===== src/rtl/cv32e40p_instr_fifo.sv =====
// Instruction prefetch FIFO between the OBI fetch port and the aligner.
// An empty FIFO passes the incoming word straight through, and each entry can carry an even-parity bit.
module cv32e40p_instr_fifo #(
    parameter int DEPTH     = 4,
    parameter bit PARITY_EN = 1'b0
) (
    input  logic                       clk,
    input  logic                       rst_n,
    input  logic                       flush_i,
    input  logic                       in_valid_i,
    input  logic [31:0]                in_rdata_i,
    input  logic                       in_err_i,
    output logic                       out_valid_o,
    input  logic                       out_ready_i,
    output logic [31:0]                out_rdata_o,
    output logic                       out_err_o,
    output logic [$clog2(DEPTH):0]     cnt_o,
    output logic                       full_o,
    output logic                       overflow_o,
    output logic                       parity_err_o
);

    localparam int PW = $clog2(DEPTH);
    localparam int CW = PW + 1;

    logic [31:0]      data_q [DEPTH];
    logic [DEPTH-1:0] err_q;
    logic [PW-1:0]    rptr_q, wptr_q;
    logic [CW-1:0]    cnt_q;
    logic             overflow_q;

    logic             empty, full, fall_through, bypass_taken;
    logic             push, pop, wr_en, overflow_d;
    logic [31:0]      head_data;
    logic             head_err;
    logic             head_par_err;

    assign empty        = (cnt_q == '0);
    assign full         = (cnt_q == CW'(DEPTH));
    assign fall_through = empty & in_valid_i & ~flush_i;
    assign bypass_taken = fall_through & out_ready_i;

    assign head_data = data_q[rptr_q];
    assign head_err  = err_q[rptr_q];

    // Flush blanks the output in the same cycle so the aligner never sees a stale-path word
    assign out_valid_o = ~flush_i & (~empty | in_valid_i);
    assign out_rdata_o = empty ? in_rdata_i : head_data;
    assign out_err_o   = empty ? in_err_i   : (head_err | head_par_err);

    assign push = in_valid_i & ~flush_i & ~bypass_taken;
    assign pop  = out_valid_o & out_ready_i & ~empty;

    // A push into a full FIFO is only accepted when a pop frees the slot in the same cycle
    assign wr_en      = push & (~full | pop);
    assign overflow_d = push & full & ~pop;

    always_ff @(posedge clk or negedge rst_n) begin
        if (!rst_n) begin
            rptr_q     <= '0;
            wptr_q     <= '0;
            cnt_q      <= '0;
            overflow_q <= 1'b0;
            err_q      <= '0;
            for (int i = 0; i < DEPTH; i++) begin
                data_q[i] <= '0;
            end
        end else if (flush_i) begin
            rptr_q     <= '0;
            wptr_q     <= '0;
            cnt_q      <= '0;
            overflow_q <= 1'b0;
        end else begin
            overflow_q <= overflow_d;
            if (wr_en) begin
                data_q[wptr_q] <= in_rdata_i;
                err_q[wptr_q]  <= in_err_i;
                wptr_q         <= wptr_q + PW'(1);
            end
            if (pop) begin
                rptr_q <= rptr_q + PW'(1);
            end
            if (wr_en && !pop) begin
                cnt_q <= cnt_q + CW'(1);
            end else if (pop && !wr_en) begin
                cnt_q <= cnt_q - CW'(1);
            end
        end
    end

    generate
        if (PARITY_EN) begin : g_parity
            logic [DEPTH-1:0] par_q;
            logic             par_err_q;
            logic             par_in;

            assign par_in       = ^{in_err_i, in_rdata_i};
            assign head_par_err = ~empty & ((^{head_err, head_data}) != par_q[rptr_q]);

            always_ff @(posedge clk or negedge rst_n) begin
                if (!rst_n) begin
                    par_q     <= '0;
                    par_err_q <= 1'b0;
                end else if (flush_i) begin
                    par_err_q <= 1'b0;
                end else begin
                    par_err_q <= pop & head_par_err;
                    if (wr_en) begin
                        par_q[wptr_q] <= par_in;
                    end
                end
            end

            assign parity_err_o = par_err_q;
        end else begin : g_no_parity
            assign head_par_err = 1'b0;
            assign parity_err_o = 1'b0;
        end
    endgenerate

    assign cnt_o      = cnt_q;
    assign full_o     = full;
    assign overflow_o = overflow_q;

endmodule

===== config.mk =====
export PLATFORM = sky130hd
export DESIGN_NAME = cv32e40p_instr_fifo
export DESIGN_NICKNAME = d
export VERILOG_FILES = /design/src/rtl/cv32e40p_instr_fifo.sv
export SDC_FILE = /design/constraint.sdc
export NUM_CORES = 1
export LEC_CHECK = 0
export CAP_MARGIN = 0
export CORE_UTILIZATION = 32
export DETAILED_ROUTE_END_ITERATION = 10
export GPL_TIMING_DRIVEN = 0
export PLACE_DENSITY = 0.53
export SYNTH_ARGS = -nofsm -noshare
export SYNTH_HDL_FRONTEND = slang
export SYNTH_SLANG_ARGS = --single-unit

===== constraint.sdc =====
create_clock -name clk -period 2.14 [get_ports clk]
set_input_delay 0.428 -clock clk [delete_from_list [all_inputs] [get_ports clk]]
set_output_delay 0.428 -clock clk [all_outputs]
set_load 0.05 [all_outputs]

==> impl_metrics.toml <==
[route]
via_density_per_instance = 4.82
drt_pre_antenna_iters = 5
avgRoutedWirePerCell_um = 19.4
final_antenna_net_count = 0
drtIter0Drc = 85
top_signal_layer_used = "met4"
wl_um = 15900
wirelength_met1_um = 7450
detailroute.wirelength.met3_um = 509
post-route-drc-count = 0
routed_met2_length_um = 7740
route.vias.total = 3939

[floorplan]
ios = 78
floorplan.die.height_um = 150
core_um2 = 21200
dieArea_um2 = 22400
die_x_um = 150
initial_core_util_pct = 32.9
floorplan.rows = 53

[synthesis]
yosysWarningCount = 0
synth_edf_count = 0
synth_top_flop_cell = "dfrtp_1"
ys_types = 37
mappedNetlistArea_um2 = 6980
syn_avg_cell_area_um2 = 16.6
ys_seq_area_share_pct = 50.2
synth.net_count = 462
syn-instance-count = 419
synth.ff_latch_count = 140
postSynth.asyncResetShare_pct = 100

[timing]
finalSetupViolCount = 34
fmax_mhz = 400
worst_pin_slew_ns = 0.506
drv_slew = 0
worst_clock_skew_ns = 0.00704
max_slew_margin_pct = 66.4
finalWorstPathRequiredPeriod_ns = 2.50
final-hold-violation-count = 0
setup_repair_after_global_routing_missed_its_margin = "yes"
minimum_setup_slack_in_the_final_design_ns = -0.360
fin_crit_sh_pct = 117

[clock_tree]
clock-root-buffer = "clkbuf_16"
tritoncts = "yes"
cts_sinks = 140
clockBufferDepth = 2
clock_insertion_delay_worst_skew_ns = 0.42
number_of_buffers_created_by_cts = 17
cts.reportedPaths.clkPinSlew_ns = 0.06
h-tree-depth = 4

[placement]
place.gp.congestion = 0.710
postPlaceCellArea_um2 = 8220
placed_cells_incl_taps = 768
worst_setup_timing_slack_at_the_placement_stage_ns = -1.06
total_of_buffers_placed_on_input_and_output_ports = 73
detailed_place_hpwl_um = 9940

[setup_path]
timing.critical_path.required_ns = 1.71
critPathKind = "flip-flop to primary output"
setup.worst_path.end_class = "primary output"
critPathMaxFanout = 7
worst_ep_arrival_time_ns = 2.07
crit_path_start_kind = "flip-flop"

[layout]
layout-drive-gt1-share_pct = 59.2
antennaDiodeCount = 0
area_growth_pct = 32.3
finalNonFillerCells = 817
final_cell_area_um2 = 9230
final_nets = 572

[grt]
first_global_vias = 4356
grt_overflow = 0
wire_length_of_the_first_global_routing_pass_um = 25200
grt_start_max_net_pins = 97
antenna_found_initial = 0
groute.usage.overall_pct = 15.3

[hold_path]
worstHoldPathType = "input port to flip-flop"

[status]
violations = "setup timing"
outcome = "complete, but fails checks"

[pwr]
leakagePower_nw = 4.01
power_density_nw_per_um2 = 1330
post-layout-total-power_w = 0.0123
max-vdd-ir-drop_mv = 0.463

[job]
maxCapViolations = 0
-- per-stage QoR --
step                setup TNS [ns]  hold slack, ns  util, %
floorplan                   -0.131           0.132        -
global placement           -732.29           0.463     38.6
detailed placement          -32.21           0.394     38.7
CTS                         -11.67           0.181     43.1
global route                -13.55           0.210     43.5
finish                      -11.22           0.220     43.5
-- final timing paths --
check / start / end / slack, ns / cells after the start
max reg2reg: cnt_o[2] / data_q[46] / 0.11 / 5
min: flush_i / rptr_q[0] / 0.22 / 2
min reg2reg: data_q[115] / data_q[115] / 0.48 / 1
max in group asynchronous: rst_n / cnt_o[1] / 0.80 / 3
min in group asynchronous: rst_n / data_q[83] / 0.51 / 2
max: rptr_q[0] / out_rdata_o[27] / -0.36 / 5
-- cells in the mapped netlist, types with 4 or more instances --
master / number / area share [%]
mux2_4: 50 / 11
xor2_1: 4 / 0.50
buf_2: 8 / 0.57
nor2_1: 4 / 0.22
mux2_1: 6 / 0.97
dfrtp_1: 140 / 50
ha_1: 4 / 0.72
buf_6: 15 / 2.4
mux2_2: 110 / 18
inv_1: 9 / 0.48
a211oi_4: 4 / 1.1
mux4_2: 33 / 11
-- power by group --
| group | total (W) | internal (W) | switching [W] |
|---|---|---|---|
| clock network | 0.00280 | 0.00163 | 0.00117 |
| logic | 0.00519 | 0.00296 | 0.00223 |
| registers | 0.00426 | 0.00372 | 0.000545 |
-- cell type report --
class | count | area, um^2
sequential | 140 | 3510
tap | 275 | 344
buffer | 28 | 359
multi-input combinational | 241 | 3340
inverter | 9 | 33.8
clock inverter | 13 | 119
clock buffer | 19 | 443
timing repair buffer | 92 | 1080
fill | 1903 | 12000
-- logic make-up after synthesis --
kind of cell               share of synthesized area [%]
AOI/OAI and AO/OA                                   2.24
xor gates and xnor gates                            1.02
adders and majority gates                           1.00
buffers and inverters                               3.91
DFF                                                 50.2
muxes                                               40.3
other                                             0.0538
and+or+nand+nor                                     1.26
-- flip-flops by register name, summed over array words and instances, names as in the netlist --
signal / flops
err_q: 4
data_q: 128
rptr_q: 2
cnt_o: 3
wptr_q: 2
overflow_o: 1
-- cells in the final DEF, fill, tap and decap left out, types with 2 or more instances in the layout --
master / synthesis / final
a211oi_1: 2 / 2
a211oi_4: 4 / 4
buf_12: 0 / 7
buf_16: 0 / 5
buf_4: 2 / 12
buf_6: 15 / 48
buf_8: 0 / 5
clkbuf_16: 0 / 19
clkdlybuf4s50_1: 0 / 35
clkinv_2: 0 / 3
clkinv_4: 0 / 3
clkinvlp_4: 0 / 4
dfrtp_1: 140 / 137
dfrtp_2: 0 / 3
dlygate4sd2_1: 0 / 2
ha_1: 4 / 4
inv_1: 9 / 9
inv_6: 0 / 2
mux2_1: 6 / 6
mux2_2: 110 / 80
mux2_4: 50 / 80
mux4_2: 33 / 33
nand2b_1: 2 / 2
nor2_1: 4 / 4
nor2_4: 0 / 2
xor2_1: 4 / 4
-- timing repair --
item	4_1_cts	5_1_grt
hold buffers	1	0
buffers inserted	11	1
hold endpoints to repair	44	0
gates cloned	3	2
endpoints found under the setup margin	38	35
gates resized for setup	284	6
pin swaps	3	2
-- critical path, cell delays in order (launching register included) --
cell	delay [ns]
dfrtp_1	0.37
buf_12	0.18
clkbuf_16	0.17
mux4_2	0.49
mux2_4	0.28
buf_6	0.15
-- metal layers --
layer / vias up / track usage [%]
met5: - / 0
met4: 0 / 3.98
met3: 13 / 4.12
met2: 62 / 24.1
met1: 2093 / 20.9
li1: 1771 / -
No activity file was read; power rests on OpenSTA's default activity.
